## src/rtl/issue_queue_pkg.sv

```systemverilog
// Shared types for the schedule-stage issue queues.
// res_st_cell_t is one reservation-station entry handed to an execution unit.
package issue_queue_pkg;

    typedef struct packed {
        logic [5:0] rob_tag;
        logic [4:0] dst_reg;
        logic [4:0] src_reg;
        logic [7:0] payload;
    } res_st_cell_t;

endpackage

```

## src/rtl/issue_queue.sv

```systemverilog
// First-word-fall-through issue queue between the schedule stage and one execution unit.
// Circular buffer with a separate occupancy counter, flush support and a sticky overflow flag.
module issue_queue
    import issue_queue_pkg::*;
#(
    parameter int DEPTH    = 8,
    parameter int AF_SLACK = 2
) (
    input  logic                      clk,
    input  logic                      rst,
    input  logic                      flush,
    input  logic                      wr_en,
    input  res_st_cell_t              wr_data,
    output logic                      full,
    output logic                      almost_full,
    output logic                      rd_valid,
    output res_st_cell_t              rd_data,
    input  logic                      rd_ready,
    output logic [$clog2(DEPTH):0]    count,
    output logic                      overflow
);

    localparam int AW = $clog2(DEPTH);
    localparam int CW = AW + 1;

    res_st_cell_t mem [DEPTH];
    logic [AW-1:0] wp;
    logic [AW-1:0] rp;
    logic [CW-1:0] cnt_q;
    logic          ovf_q;
    logic [31:0]   free_slots;
    logic          push;
    logic          pop;

    // Handshake: the head is consumed at a rising edge where rd_valid && rd_ready;
    // rd_valid/rd_data hold steady while stalled, and a push into a full queue is
    // only accepted when the head leaves in the same cycle.
    assign rd_valid    = (cnt_q != '0);
    assign full        = (cnt_q == CW'(DEPTH));
    assign free_slots  = 32'(DEPTH) - 32'(cnt_q);
    assign almost_full = (free_slots <= 32'(AF_SLACK));
    assign count       = cnt_q;
    assign overflow    = ovf_q;
    assign rd_data     = rd_valid ? mem[rp] : '0;

    assign pop  = rd_valid && rd_ready;
    assign push = wr_en && (!full || pop);

    always_ff @(posedge clk) begin
        if (rst) begin
            wp    <= '0;
            rp    <= '0;
            cnt_q <= '0;
            ovf_q <= 1'b0;
        end else if (flush) begin
            wp    <= '0;
            rp    <= '0;
            cnt_q <= '0;
        end else begin
            if (push) begin
                wp <= wp + 1'b1;
            end
            if (pop) begin
                rp <= rp + 1'b1;
            end
            if (push && !pop) begin
                cnt_q <= cnt_q + 1'b1;
            end else if (pop && !push) begin
                cnt_q <= cnt_q - 1'b1;
            end
            if (wr_en && full && !pop) begin
                ovf_q <= 1'b1;
            end
        end
    end

    // Storage is never cleared; stale slots are unreachable once the pointers reset.
    always_ff @(posedge clk) begin
        if (push && !flush && !rst) begin
            mem[wp] <= wr_data;
        end
    end

endmodule

```

## config.mk

```make
export PLATFORM = sky130hd
export DESIGN_NAME = issue_queue
export DESIGN_NICKNAME = d
export VERILOG_FILES = /design/src/rtl/issue_queue_pkg.sv /design/src/rtl/issue_queue.sv
export SDC_FILE = /design/constraint.sdc
export NUM_CORES = 1
export LEC_CHECK = 0
export CORE_ASPECT_RATIO = 0.7
export CORE_MARGIN = 4
export CORE_UTILIZATION = 40
export CTS_BUF_LIST = sky130_fd_sc_hd__clkbuf_8 sky130_fd_sc_hd__clkbuf_16
export CTS_CLUSTER_DIAMETER = 60
export DETAILED_ROUTE_END_ITERATION = 12
export HOLD_SLACK_MARGIN = 0.15
export PLACE_DENSITY = 0.66
export SLEW_MARGIN = 30
export SYNTH_ARGS = -nofsm -noshare
export SYNTH_HDL_FRONTEND = slang
export SYNTH_SLANG_ARGS = --single-unit
```

## constraint.sdc

```tcl
create_clock -name clk -period 5.91 [get_ports clk]
set_input_delay 1.773 -clock clk [delete_from_list [all_inputs] [get_ports clk]]
set_output_delay 1.773 -clock clk [all_outputs]
set_load 0.03 [all_outputs]
```

==> qor.txt <==
Status: finished, final reports clean
Layout area overhead: 21.3%
Slowest stage delay, CP: 0.61 ns
Maximum fanout along the worst path: 32
VDD IR max: 0.000175 V
Cells after Synth: 394
CTS tree: yes
Synth unique cells: 34
H-Tree Level Count: 1
Seq cells post-synth: 206
Crit-path cells: buf_4 > mux4_2 > mux2i_1 > nor2_1 > clkdlybuf4s50_1
First-pass GRT wire length: 24100 um
Worst Path Class, Setup: flop to output pin
Post-synth top area share: 0.716
Register area: 6050 sq um
EDFF count, synth: 192
Initial antenna violation count: 0
Largest net degree at the start of global routing: 46
Post-CTS Hold Buffers: 0
Crit path capture type: output pin
Vias in the first global route: 4108
Core area: 19800 sq um
Footprint of the multi-input gates: 1920 sq um
Syn Area/Cell: 20.4 sq um
Post-DR wirelength/cell: 20.5 um
Final setup viols: 0
Buffers on Ports: 60
Worst EP arrival: 2.94 ns
Fin. max-slew vios: 0
Final hold violation count: 0
Worst EP required: 4.14 ns
Drt drc: 0
Die H: 127 um
Final net count: 512
Clock power frac: 0.389
Slew @ Worst Pin: 0.975 ns
Logic pwr share: 0.118
Die width: 178 um
Total nets after synthesis: 431
Leakage power: 3.05 nW
Total power: 3.29 mW
CTS Buf Count: 20
Final min period: 4.71 ns
Worst min-delay path category: flop to flop
Drt initial violations: 279
Fillers: 1644
Max-cap violations: 0
Sw Ratio: 0.226
Post-synth ARST share: 0
Crit path max-delay cell type: clkdlybuf4s50_1
Seq pwr share: 0.494
Row count: 43
Starting Density: 0.407
Setup TNS: 0 ns
RSZ-0062 raised after global routing: false
Synth top area cells: edfxtp_1 (72%), mux4_2 (13%), dfxtp_1 (3.5%), mux2i_1 (3.2%), nor2_1 (1.9%)
Pint: 2.55 mW
Die area: 22500 sq um
Detailed Route WL: 15500 um
Clk Latency, worst-skew pair: 0.50 ns
Routability-driven placement congestion ratio: 0.720
Achievable frequency: 212 MHz
Setup Skew: 0.0185 ns
Via Count: 3882
Most frequent cell after synthesis: edfxtp_1
Synth cell count leaders: edfxtp_1 (192), mux4_2 (48), nor2_1 (40)
Vias per cell: 5.12
Max-slew headroom: 0.350
Postcts setup bufs: 0
Clock slew at reported path FFs: 0.06 ns
P_sw: 0.745 mW
Grt ovf: 0
Clk buf depth: 3
Netlist Area Pre-Place: 8050 sq um
Post-CTS sizing: 0
Detail Route Antenna Nets: 0
CTS sink cnt: 206
GRT Util Overall: 0.140
Startpoint types: flop
Post-synthesis sequential area ratio: 0.751
Final worst path period share: 0.797
I/O pin count: 61
Area leader, netlist: edfxtp_1
Placed wire-length estimate: 9320 um
Syn. warnings: 0
Layout cells sized above 1: 0.223
Cell Pwr Density: 337 nW/um^2
Root Driver: clkbuf_16
Inserted Diodes: 0
Top_reg_cell synth: edfxtp_1
Drt pass-1 iters: 4
==> per-stage QoR <==
stage	utilization	setup slack (ns)	instance area (sq um)	hold WS [ns]	cells
5_1_grt	0.493	1.06	9770	0.532	758
4_1_cts	0.492	0.967	9740	0.492	757
2_1_floorplan	-	0.731	8050	0.454	394
3_5_place_dp	0.458	1.50	9070	0.477	722
6_report	0.493	1.20	9770	0.490	758
3_3_place_gp	0.458	1.51	9070	0.458	722
==> per-layer routing <==
layer / GRT usage / vias up / routed length [um]
met5: 0 / - / 0
met2: 0.223 / 104 / 7430
li1: - / 1754 / -
met3: 0.0310 / 25 / 890
met4: 0.0295 / 0 / 233
met1: 0.202 / 1999 / 6980
==> layout make-up <==
type	instances	share of cell area
timing repair buffer	78	0.0787
sequential	206	0.620
clock inverter	13	0.0146
clock buffer	22	0.0541
tap	270	0.0346
inverter	6	0.00231
multi-input combinational	163	0.196
==> worst paths after layout <==
kind | start | end | slack (ns) | cells after the start
worst min register to register | overflow | overflow | 0.49 | 2
worst max register to register | count[0] | mem[5][2] | 2.93 | 7
worst max-delay path | flop | rd_data[17] | 1.20 | 5
worst min-delay path | overflow | overflow | 0.49 | 2
==> flip-flops by register name, indices dropped and copies added (netlist names), named ones only <==
signal    flops
count         4
mem         192
overflow      1
rp            3
wp            3
==> cell families (layout without fill, tap and decap cells) <==
kind of cell             Yosys count  after routing  share of synthesized area
adder cells (fa/ha/maj)            8              8                     0.0134
flip-flops                       206            206                      0.751
buffers and inverters             25            119                     0.0172
AND/OR/NAND/NOR                   64             64                     0.0371
multiplexers                      74             74                      0.167
XOR/XNOR                           5              5                    0.00544
AO/OA/AOI/OAI                     12             12                    0.00948
==> power by group through the flow <==
stage          sequential, mW  clock (mW)  combinational [mW]
6_report                 1.62        1.28               0.387
5_1_grt                  1.63        1.38               0.415
4_1_cts                  1.63        1.32               0.381
3_5_place_dp             1.67           0               0.380
3_3_place_gp             1.66           0               0.374
2_1_floorplan            1.65           0               0.228
==> critical path, delay by kind of cell, from the launching register on <==
family | cells | cell delay [ns]
buffers and inverters | 2 | 1.11
muxes | 2 | 0.65
DFF | 1 | 0.59
and+or+nand+nor | 1 | 0.09
==> layout by cell type, fill, tap and decap left out, types with 2 or more instances in the layout <==
cell | Yosys | final
a21oi_1 | 6 | 6
buf_4 | 2 | 16
bufinv_16 | 0 | 3
clkbuf_16 | 0 | 20
clkbuf_8 | 0 | 2
clkdlybuf4s50_1 | 0 | 60
clkinv_1 | 0 | 3
clkinv_2 | 0 | 2
dfxtp_1 | 14 | 11
dfxtp_2 | 0 | 2
edfxtp_1 | 192 | 192
ha_1 | 7 | 7
inv_1 | 5 | 9
mux2i_1 | 26 | 26
mux4_2 | 48 | 48
nand2_1 | 5 | 5
nand3_1 | 5 | 5
nor2_1 | 40 | 39
nor3_2 | 0 | 2
nor3b_2 | 1 | 2
nor4b_2 | 0 | 2
xnor2_1 | 2 | 2
xor2_1 | 3 | 3
Power figures use the tool's default switching activity.
==> RTL change 1, RTL diff (same flow settings) <==
Make the reset (`rst`) asynchronous in one clocked block.
--- a/src/rtl/issue_queue.sv
+++ b/src/rtl/issue_queue.sv
@@ -46,7 +46,7 @@
     assign pop  = rd_valid && rd_ready;
     assign push = wr_en && (!full || pop);
 
-    always_ff @(posedge clk) begin
+    always_ff @(posedge clk or posedge rst) begin
         if (rst) begin
             wp    <= '0;
             rp    <= '0;
Formal check against the unedited RTL: differs if rst is asserted again (counterexample within 4 cycles, from zero or initial values and one cycle with rst high); with rst held inactive, the same outputs for 4 cycles.
==> RTL change 1 against the unedited design <==
  * Wire length is 2.1% higher
  * Synthesized area is 0.82% higher
  * Cell area shrank 0.61%
  * Sequential cell count shrank 3
  * Worst setup slack worse by 0.14 ns
  * Cell count is 0.40% higher
  * Critical path type unchanged
  * Critical endpoint is now rd_data[0]
Power is not compared: it rests on default switching activity, and its combinational part moved more than twofold at a synthesized area within 25%.
==> RTL change 1: results (changes against the unedited design) <==
Status: complete, no violations (unchanged)
Post-Syn Area per Cell: 20.30 um^2 (was 20.44 um^2)
Slew margin rel.: 37.66% (was 34.99%)
DP HPWL: 9.345 mm (was 9.323 mm)
Vias in the first global route: 4,188 (was 4,108)
Vias per inst: 5.187 (was 5.121)
Routed wl met3: 867 um (was 890 um)
Gp weighted congestion: 0.7582 (was 0.7196)
Synth area leaders: edfxtp_1, mux4_2, dfrtp_1 (was edfxtp_1, mux4_2, dfxtp_1)
Area after DPL: 9116 um^2 (was 9069 um^2)
DRT met1 WL: 6.980 mm (was 6.982 mm)
Largest net degree at the start of global routing: 38 (was 46)
Worst Setup EP: rd_data[0] (was rd_data[17])
Adder-Cell Fraction of Synth Area: 1.171% (was 1.336%)
Critical path arrival: 3.07 ns (was 2.94 ns)
Reg2reg path depth: 10 (was 7)
Post-synthesis compound-gate area fraction: 1.294% (was 0.9478%)
Worst R2R Start: count[0] (unchanged)
First-pass GRT wire length: 24.43 mm (was 24.12 mm)
Overall fraction of global-route tracks in use: 14.22% (was 14.03%)
Top cells by count, synth: edfxtp_1, mux4_2, nor2_1 (unchanged)
Vias: 3,947 (was 3,882)
Sequential fraction of the synthesis area: 74.40% (was 75.08%)
Syn nets: 436 (was 431)
Post-synthesis xor/xnor area fraction: 0.7551% (was 0.5438%)
Layout cells sized above 1: 22.45% (was 22.34%)
Dpl cells: 726 (was 722)
Initial antenna violation count: 0 (unchanged)
Met2 routed WL: 7.755 mm (was 7.427 mm)
Initial drt markers: 320 (was 279)
Final WS setup: 1.065 ns (was 1.202 ns)
Asr flop ratio synth: 5.419% (was 0%)
Flop-to-flop setup slack: 3.17 ns (was 2.93 ns)
Clock Skews: 0.01133 ns (was 0.01848 ns)
R2r endpoint: count[3] (was mem[5][2])
Layout Nets: 514 (was 512)
Synth cell types: 40 (was 34)
Max FO, Critical Path: 15 (was 32)
Drt total wl: 15.87 mm (was 15.53 mm)
Fraction of synthesized area in multiplexers: 16.67% (was 16.66%)
I/O Buffers: 60 (unchanged)
## RTL change 1: logic make-up after synthesis
| family | after synthesis |
|---|---|
| xor+xnor | 7 |
| compound gates | 15 |
| flops | 203 |
| fa+ha+maj | 7 |
| mux | 75 |
| simple gates | 63 |
| buf+inv | 30 |
## RTL change 1: area by class of cell
class,instances,area (um^2)
multi-input cells,167,1946
flip-flops and latches,203,6046
inverters,9,33.78
diodes,1,2.502
well taps,270,337.8
repair buffers,77,753.2
clock inverters,13,62.56
fillers,1632,10150
clock buffers,21,525.5
## RTL change 1: layer usage
metal / vias to the layer above / global-route usage (%)
li1: 1764 / -
met1: 2061 / 20.02
met2: 96 / 23.27
met3: 26 / 3.135
met4: 0 / 2.751
met5: - / 0
## RTL change 1: critical path, cell delays in order (launching register included)
cell and delay, ns:
dfrtp_1 0.43, inv_1 0.18, ha_1 0.25, nand2b_1 0.11, nor2_2 0.51, buf_4 0.36, nor2_1 0.12, clkdlybuf4s50_1 0.61
## RTL change 1: how the worst min path moves through the flow
stage / startpoint / end / slack (ns) / cells past startpoint
floorplan: wp[0] / wp[0] / 0.55 / 2
global placement: overflow / overflow / 0.47 / 1
detailed placement: overflow / overflow / 0.47 / 1
CTS: overflow / overflow / 0.49 / 1
global route: overflow / overflow / 0.50 / 1
finish: overflow / overflow / 0.48 / 1
## RTL change 1: where the power goes
group	switching [mW]	internal (mW)	total, mW	leakage (nW)
logic	0.716	0.589	1.30	0.909
registers	0.0772	1.62	1.69	1.87
clock network	0.505	0.641	1.15	0.301
total	1.30	2.85	4.14	3.08
==> RTL change 2, RTL diff (config.mk and constraints unchanged) <==
Made on the original files. Set the parameter `DEPTH` to 32 (it was 8).
--- a/src/rtl/issue_queue.sv
+++ b/src/rtl/issue_queue.sv
@@ -3,7 +3,7 @@
 module issue_queue
     import issue_queue_pkg::*;
 #(
-    parameter int DEPTH    = 8,
+    parameter int DEPTH    = 32,
     parameter int AF_SLACK = 2
 ) (
     input  logic                      clk,
Interface: changed (resized count); port bits go from 61 to 63. No check against the original RTL was run, so the function may have changed too.
==> RTL change 2 against the unedited design <==
  * Combinational power rose to 4.7 times the old value
  * Wire length rose to 4.6 times the old value
  * Synthesized area rose to 3.8 times the old value
  * Worst setup slack worse by 0.93 ns
  * Sequential cell count up 584
  * Cell area rose to 3.6 times the old value
  * Total power rose to 3.9 times the old value
  * Worst hold slack worse by 0.0081 ns
  * Critical endpoint is now rd_data[23]
==> RTL change 2: results (changes against the unedited design) <==
Gp weighted congestion: 0.7535 (was 0.7196)
Drt total wl: 71.35 mm (was 15.53 mm)
Number of buffers created by CTS: 74 (was 20)
Worst vdd ir: 0.0002591 V (was 0.0001751 V)
Asr flop ratio synth: 0% (unchanged)
Met1 GRT Util: 26.95% (was 20.18%)
Number of synthesized flops with an enable pin: 768 (was 192)
Slew margin rel.: 37.61% (was 34.99%)
I/O Buffers: 62 (was 60)
Synth area leaders: edfxtp_1, mux4_2, dfxtp_1 (unchanged)
Worst Setup EP: rd_data[23] (was rd_data[17])
Largest net degree at the start of global routing: 47 (was 46)
First-pass GRT wire length: 104.5 mm (was 24.12 mm)
Initial antenna violation count: 4 (was 0)
Grt met3 use: 4.976% (was 3.098%)
CTS Buffer Depth: 3 (unchanged)
Internal power: 9.720 mW (was 2.546 mW)
Layout cells sized above 1: 30.83% (was 22.34%)
Top FF cell, synth: edfxtp_1 (unchanged)
Clock Skews: 0.01729 ns (was 0.01848 ns)
Warnings, synthesis: 0 (unchanged)
Max FO, Critical Path: 20 (was 32)
Initial drt markers: 1,634 (was 279)
Biggest register: mem (unchanged)
Flop-to-flop setup slack: 1.91 ns (was 2.93 ns)
Vias per inst: 5.817 (was 5.121)
Hold Crit Depth: 2 (unchanged)
H-tree depth: 3 (was 1)
Synth cell types: 44 (was 34)
DP HPWL: 39.76 mm (was 9.323 mm)
DP Worst Slack: 0.7830 ns (was 1.505 ns)
Reg2reg path depth: 13 (was 7)
Area after DPL: 32,940 um^2 (was 9069 um^2)
Hold Path Origin: overflow (unchanged)
R2r endpoint: count[4] (was mem[5][2])
Layout Nets: 1,502 (was 512)
Clk_lat worst skew: 0.62 ns (was 0.50 ns)
Syn nets: 1,371 (was 431)
Met2 Use GR: 26.80% (was 22.33%)
DR pass1 iterations: 5 (was 4)
Overall fraction of global-route tracks in use: 18.03% (was 14.03%)
Dpl cells: 2,373 (was 722)
Top cells by count, synth: edfxtp_1, mux4_2, nor2_1 (unchanged)
Max FFs per register: 768 (was 192)
Cells after synthesis: 1,329 (was 394)
Critical path's slowest cell: clkdlybuf4s50_1 (unchanged)
Final Cycle Share: 95.40% (was 79.67%)
Sequential fraction of the synthesis area: 77.26% (was 75.08%)
Vias: 14.59k (was 3,882)
Status: complete, no violations (unchanged)
Static Leak: 10.69 nW (was 3.048 nW)
Worst min path class: flip-flop to flip-flop (unchanged)
Crit-path max cell delay: 0.81 ns (was 0.61 ns)
## RTL change 2: per-layer routing
metal	routed length (um)	vias to the layer above
li1	-	5917
met1	30990	7884
met2	32440	678
met3	6561	107
met4	1324	4
met5	23	-
## RTL change 2: repair_timing
| action | 4_1_cts | 5_1_grt |
|---|---|---|
| resized for setup | 0 | 2 |
| hold buffers | 0 | 0 |
| setup buffers | 0 | 0 |
| setup endpoints to repair | 0 | 2 |
## RTL change 2: kinds of logic (layout without fill, tap and decap cells)
family | after synthesis | in the layout | synth area share [%]
AOI/OAI and AO/OA | 68 | 68 | 1.801
xor gates and xnor gates | 11 | 11 | 0.3167
adders and majority gates | 13 | 13 | 0.5593
buffers and inverters | 104 | 293 | 1.653
DFF | 790 | 790 | 77.26
muxes | 240 | 240 | 16.78
other | 0 | 1 | 0
and+or+nand+nor | 103 | 103 | 1.633
## RTL change 2: worst min-delay path by stage
stage | end | slack, ns
6_report | overflow | 0.48
4_1_cts | overflow | 0.48
3_5_place_dp | overflow | 0.47
3_3_place_gp | overflow | 0.46
2_1_floorplan | flip-flop | 0.46
5_1_grt | overflow | 0.52
## RTL change 2: cell type report
| type | count | area (um^2) |
|---|---|---|
| Sequential cell | 790 | 23520 |
| Multi-Input combinational cell | 435 | 6668 |
| Tap cell | 989 | 1237 |
| Clock buffer | 77 | 1927 |
| Fill cell | 6084 | 39990 |
| Inverter | 34 | 127.6 |
| Antenna cell | 1 | 2.502 |
| Clock inverter | 57 | 504.2 |
| Timing Repair Buffer | 125 | 1277 |
## RTL change 2: worst register-to-register path: stages, from the launching register on
cell,delay [ns]
dfxtp_1,0.36
inv_1,0.15
ha_1,0.21
nor4b_1,0.58
nand2b_2,0.47
nand2_1,0.28
ha_1,0.31
inv_1,0.15
ha_1,0.35
nor2b_1,0.16
o21a_1,0.18
o21ai_0,0.13
or3b_2,0.45
a21oi_1,0.15
## RTL change 2: power groups by stage
| stage | registers, mW | logic (mW) | clock network (mW) |
|---|---|---|---|
| after global placement | 6.35 | 1.75 | 0 |
| after floorplan | 6.33 | 1.00 | 0 |
| after global routing | 6.20 | 1.92 | 5.13 |
| after detailed placement | 6.33 | 1.81 | 0 |
| after CTS | 6.21 | 1.82 | 4.85 |
| final | 6.20 | 1.80 | 4.78 |
